==> src/rtl/vid_timing_pkg.sv <==
// Default 640x480@60 video timing constants and the helpers that derive
// line/frame totals and sync window edges from the porch/sync widths.
package vid_timing_pkg;

    localparam int DEF_H_ACTIVE = 640;
    localparam int DEF_H_FP     = 16;
    localparam int DEF_H_SYNC   = 96;
    localparam int DEF_H_BP     = 48;
    localparam int DEF_V_ACTIVE = 480;
    localparam int DEF_V_FP     = 10;
    localparam int DEF_V_SYNC   = 2;
    localparam int DEF_V_BP     = 29;

    function automatic int f_total(input int act, input int fp, input int sw, input int bp);
        return act + fp + sw + bp;
    endfunction

    function automatic int f_sync_start(input int act, input int fp);
        return act + fp;
    endfunction

    // Inclusive last position of the sync window.
    function automatic int f_sync_end(input int act, input int fp, input int sw);
        return act + fp + sw - 1;
    endfunction

endpackage

==> src/rtl/vid_axis_counter.sv <==
// Modulo-MOD position counter with an enable and a combinational wrap pulse,
// used for both the horizontal and vertical axes.
module vid_axis_counter #(
    parameter int MOD = 800,
    parameter int CW  = 10
) (
    input  logic          clk25,
    input  logic          rst,
    input  logic          i_en,
    output logic [CW-1:0] o_cnt,
    output logic          o_wrap
);

    localparam logic [CW-1:0] LAST = CW'(MOD - 1);

    logic [CW-1:0] r_cnt;

    always_ff @(posedge clk25) begin
        if (rst)
            r_cnt <= '0;
        else if (i_en)
            r_cnt <= (r_cnt == LAST) ? '0 : r_cnt + 1'b1;
    end

    // High on the enabled clock that takes the counter from LAST back to 0.
    assign o_wrap = i_en && (r_cnt == LAST);
    assign o_cnt  = r_cnt;

endmodule

==> src/rtl/vga_timing_gen.sv <==
// VGA raster timing: h/v counters plus one registered decode stage, so every
// output lags the counters by one enabled clock and all outputs stay aligned.
module vga_timing_gen
    import vid_timing_pkg::*;
#(
    parameter int H_ACTIVE = DEF_H_ACTIVE,
    parameter int H_FP     = DEF_H_FP,
    parameter int H_SYNC   = DEF_H_SYNC,
    parameter int H_BP     = DEF_H_BP,
    parameter int V_ACTIVE = DEF_V_ACTIVE,
    parameter int V_FP     = DEF_V_FP,
    parameter int V_SYNC   = DEF_V_SYNC,
    parameter int V_BP     = DEF_V_BP,
    parameter bit HS_POL   = 1'b0,
    parameter bit VS_POL   = 1'b0,
    parameter int CW       = 10
) (
    input  logic          clk25,
    input  logic          rst,
    input  logic          en,
    output logic          hsyncOut,
    output logic          vsyncOut,
    output logic          deOut,
    output logic [CW-1:0] xposOut,
    output logic [CW-1:0] yposOut,
    output logic          lineStartOut,
    output logic          frameStartOut,
    output logic [7:0]    frameCntOut
);

    localparam int H_TOTAL = f_total(H_ACTIVE, H_FP, H_SYNC, H_BP);
    localparam int V_TOTAL = f_total(V_ACTIVE, V_FP, V_SYNC, V_BP);

    localparam logic [CW-1:0] HS_START = CW'(f_sync_start(H_ACTIVE, H_FP));
    localparam logic [CW-1:0] HS_END   = CW'(f_sync_end(H_ACTIVE, H_FP, H_SYNC));
    localparam logic [CW-1:0] VS_START = CW'(f_sync_start(V_ACTIVE, V_FP));
    localparam logic [CW-1:0] VS_END   = CW'(f_sync_end(V_ACTIVE, V_FP, V_SYNC));
    localparam logic [CW-1:0] H_ACT_C  = CW'(H_ACTIVE);
    localparam logic [CW-1:0] V_ACT_C  = CW'(V_ACTIVE);

    logic [CW-1:0] w_hc, w_vc;
    logic          w_h_wrap, w_v_wrap;

    vid_axis_counter #(.MOD(H_TOTAL), .CW(CW)) u_hcnt (
        .clk25  (clk25),
        .rst    (rst),
        .i_en   (en),
        .o_cnt  (w_hc),
        .o_wrap (w_h_wrap)
    );

    // Vertical axis steps only on the horizontal wrap, so end-of-line and
    // end-of-frame resolve in the same clock.
    vid_axis_counter #(.MOD(V_TOTAL), .CW(CW)) u_vcnt (
        .clk25  (clk25),
        .rst    (rst),
        .i_en   (w_h_wrap),
        .o_cnt  (w_vc),
        .o_wrap (w_v_wrap)
    );

    logic          w_hs_act, w_vs_act, w_de;
    logic          r_hsync, r_vsync, r_de, r_line, r_frame;
    logic [CW-1:0] r_x, r_y;
    logic [7:0]    r_frame_cnt;

    assign w_hs_act = (w_hc >= HS_START) && (w_hc <= HS_END);
    assign w_vs_act = (w_vc >= VS_START) && (w_vc <= VS_END);
    assign w_de     = (w_hc < H_ACT_C) && (w_vc < V_ACT_C);

    always_ff @(posedge clk25) begin
        if (rst) begin
            r_hsync     <= ~HS_POL;
            r_vsync     <= ~VS_POL;
            r_de        <= 1'b0;
            r_x         <= '0;
            r_y         <= '0;
            r_line      <= 1'b0;
            r_frame     <= 1'b0;
            r_frame_cnt <= '0;
        end else begin
            // Pulses drop on any idle clock; level outputs simply hold.
            r_line  <= 1'b0;
            r_frame <= 1'b0;
            if (en) begin
                r_hsync <= w_hs_act ? HS_POL : ~HS_POL;
                r_vsync <= w_vs_act ? VS_POL : ~VS_POL;
                r_de    <= w_de;
                r_x     <= w_hc;
                r_y     <= w_vc;
                r_line  <= (w_hc == '0);
                r_frame <= (w_hc == '0) && (w_vc == '0);
            end
            if (w_v_wrap)
                r_frame_cnt <= r_frame_cnt + 8'd1;
        end
    end

    assign hsyncOut      = r_hsync;
    assign vsyncOut      = r_vsync;
    assign deOut         = r_de;
    assign xposOut       = r_x;
    assign yposOut       = r_y;
    assign lineStartOut  = r_line;
    assign frameStartOut = r_frame;
    assign frameCntOut   = r_frame_cnt;

endmodule

==> config.mk <==
export PLATFORM = sky130hd
export DESIGN_NAME = vga_timing_gen
export DESIGN_NICKNAME = d
export VERILOG_FILES = /design/src/rtl/vid_timing_pkg.sv /design/src/rtl/vid_axis_counter.sv /design/src/rtl/vga_timing_gen.sv
export SDC_FILE = /design/constraint.sdc
export NUM_CORES = 1
export LEC_CHECK = 0
export CORE_UTILIZATION = 35
export DETAILED_ROUTE_END_ITERATION = 8
export SYNTH_ARGS = -nofsm -noshare
export SYNTH_HDL_FRONTEND = slang
export SYNTH_SLANG_ARGS = --single-unit
==> constraint.sdc <==
create_clock -name clk25 -period 4.3 [get_ports clk25]
set_clock_uncertainty 0.2 [all_clocks]
set_input_delay 1.075 -clock clk25 [delete_from_list [all_inputs] [get_ports clk25]]
set_output_delay 1.075 -clock clk25 [all_outputs]
set_load 0.02 [all_outputs]
==> results.cfg <==
[run_status]
status = finished, final reports clean

[power]
total_power_uw = 895.8
power_leakage_uw = 0.001045
comb_power_share = 0.043
ir_worst_vdd_uv = 114.2
seq_power_share = 0.555
clock_power_share = 0.401
powerDensity_nw_per_um2 = 301.1
power.switching_uw = 195.7
p_sw_frac = 0.2185
p_int_uw = 700.1

[place]
dpl_worst_slack_ns = 0.7975
place.gp.congestion = 0.7604
dp_hpwl_um = 3668
port_buffers = 35

[critical_path]
crit_type = input port to register
r2r_slack_ns = 2.03
crit_family = simple AND/OR/NAND/NOR gates
crit_chain = clkdlybuf4s50_1, and4_1, nand3_2, or4_1, a21oi_1
cp.required_ns = 4.34
cp.arrival_ns = 3.22
cp-end-kind = register
path_buf_inv = 1
critPathSlowestCell = clkdlybuf4s50_1
cpPeakStageDelay_ns = 0.76
crit_path_start_kind = input port
crit_fanout = 12

[global_routing]
antenna_found_initial = 0
grt_usage = 0.1506
grt_max_degree = 46
grt.overflow.total = 0
grt_pass1_wl_um = 9032
first_global_vias = 1863

[floorplan]
die_y_um = 87.23
num_rows = 30
start_util = 0.3681
dieArea_sq_um = 7609
ios = 36
die_w_um = 87.23
coreArea_sq_um = 6907

[yosys]
netlist-cell-type-count = 44
synth_edf_count = 0
synthArstFlopShare = 0
synth.cell_area_sq_um = 2542
synthCells = 268
yosysWarningCount = 0
synthesis.nets = 277
avgSynthCellArea_sq_um = 9.487
ys_seq_area_frac = 0.4173
ys_ff_latch = 53
synthFlopType = dfxtp_1

[run]
drv_cap = 0

[cts]
cts_hold_buf = 0
cts_resized = 0
insertion_delay_ns = 0.31
clock_sinks = 53
cts-root-buf = clkbuf_8
cts_buffer_depth = 2
cts_setup_buffers = 0
cts_tree = built
cts.clk_slew.worst_paths_ns = 0.10
cts_buffers = 5
htree_levels = 2

[finish]
num_antenna_cells = 0
final_cell_mix = dfxtp_1 (53), clkdlybuf4s50_1 (35), nor2_1 (31), mux2i_1 (24)
multi_input_area_sq_um = 1286
area_growth_pct = 17.03
regArea_sq_um = 1061
fin_nets = 298
layout-drive-gt1-share = 0.06552
layout_commonest_cell = dfxtp_1
nFillCells = 719

[sta]
finalSetupViolCount = 0
fmax_ghz = 0.3143
slew_headroom = 0.6025
drv_slew = 0
fin_crit_sh = 0.7398
rsz0062_at_grt = no
hold_slack_ns = 0.2959
fin_setup_tns_ns = 0
hold_viol = 0
setup_ws_ns = 1.119
tightest_slew_ns = 0.5931
finalCriticalPeriod_ns = 3.181

[route]
wirelength_um = 5357
drt_first_pass_iters = 4
dr_total_vias = 1979
drt_first_iter_violations = 87
via_per_inst = 5.127
drc_errors = 0
ant_nets = 0
drt-wirelength-per-cell_um = 13.88

[hold_path]
hold_path_class = register to register
==> registers in the layout (all words and copies together), names as in the netlist <==
| name | flops |
|---|---|
| deOut | 1 |
| frameCntOut | 8 |
| frameStartOut | 1 |
| hsyncOut | 1 |
| lineStartOut | 1 |
| u_hcnt.o_cnt | 10 |
| u_vcnt.o_cnt | 10 |
| vsyncOut | 1 |
| xposOut | 10 |
| yposOut | 10 |
==> final cells by class <==
cell class	count	area share
clock buffer	6	0.02775
clock inverter	2	0.01262
inverter	6	0.007569
multi-input combinational	186	0.4323
sequential	53	0.3566
tap	96	0.04037
timing repair buffer	37	0.1228
==> through the flow <==
step	utilization	cell area (sq um)	std cells
after floorplan	-	2542	268
after global placement	0.4134	2855	378
after detailed placement	0.4134	2855	378
after CTS	0.4308	2975	386
after global routing	0.4308	2975	386
final	0.4308	2975	386
==> layer usage <==
layer | wire length (um) | global-route usage | vias up
li1 | - | - | 1000
met1 | 2647 | 0.2020 | 940
met2 | 2455 | 0.2470 | 35
met3 | 214 | 0.03318 | 4
met4 | 39 | 0.03577 | 0
met5 | 0 | 0 | -
==> synth_stat cells, types with 8 or more instances <==
| cell type | instances | area (sq um) |
|---|---|---|
| or4_1 | 8 | 60.06 |
| buf_2 | 8 | 40.04 |
| nor2_1 | 31 | 116.4 |
| nor3_1 | 9 | 45.04 |
| dfxtp_1 | 53 | 1061 |
| nand2_1 | 8 | 30.03 |
| nand3_1 | 15 | 75.07 |
| nand4_1 | 8 | 50.05 |
| o31ai_1 | 8 | 60.06 |
| xor2_1 | 8 | 70.07 |
| mux2i_1 | 24 | 240.2 |
| a21oi_1 | 15 | 75.07 |
==> worst min-delay path, cell delays in order, from the launching register on <==
cell and delay (ns):
dfxtp_1 0.34, o31ai_1 0.07, a21oi_1 0.06
==> final timing paths <==
| check | start | to | cells past startpoint |
|---|---|---|---|
| worst max-delay path | en | frameCntOut[5] | 5 |
| worst min-delay path | frameCntOut[7] | frameCntOut[7] | 2 |
| worst min register to register | frameCntOut[7] | frameCntOut[7] | 2 |
| worst max register to register | u_hcnt.o_cnt[0] | frameCntOut[5] | 5 |
==> power by group through the flow <==
stage	Clock (uW)	Sequential [uW]	Combinational (uW)
floorplan	0	512	26.0
global placement	0	509	39.3
detailed placement	0	509	39.1
CTS	367	497	39.2
global route	389	498	42.9
finish	360	497	38.8
==> kinds of logic (layout without fill, tap and decap cells) <==
family,after synthesis,after routing,synth area share
buf+inv,29,51,0.07676
flops,53,53,0.4173
simple gates,113,113,0.2682
xor+xnor,11,11,0.03790
compound gates,32,32,0.07579
mux,24,24,0.09449
fa+ha+maj,6,6,0.02953
Note: power is estimated with default switching activity, not from simulation.
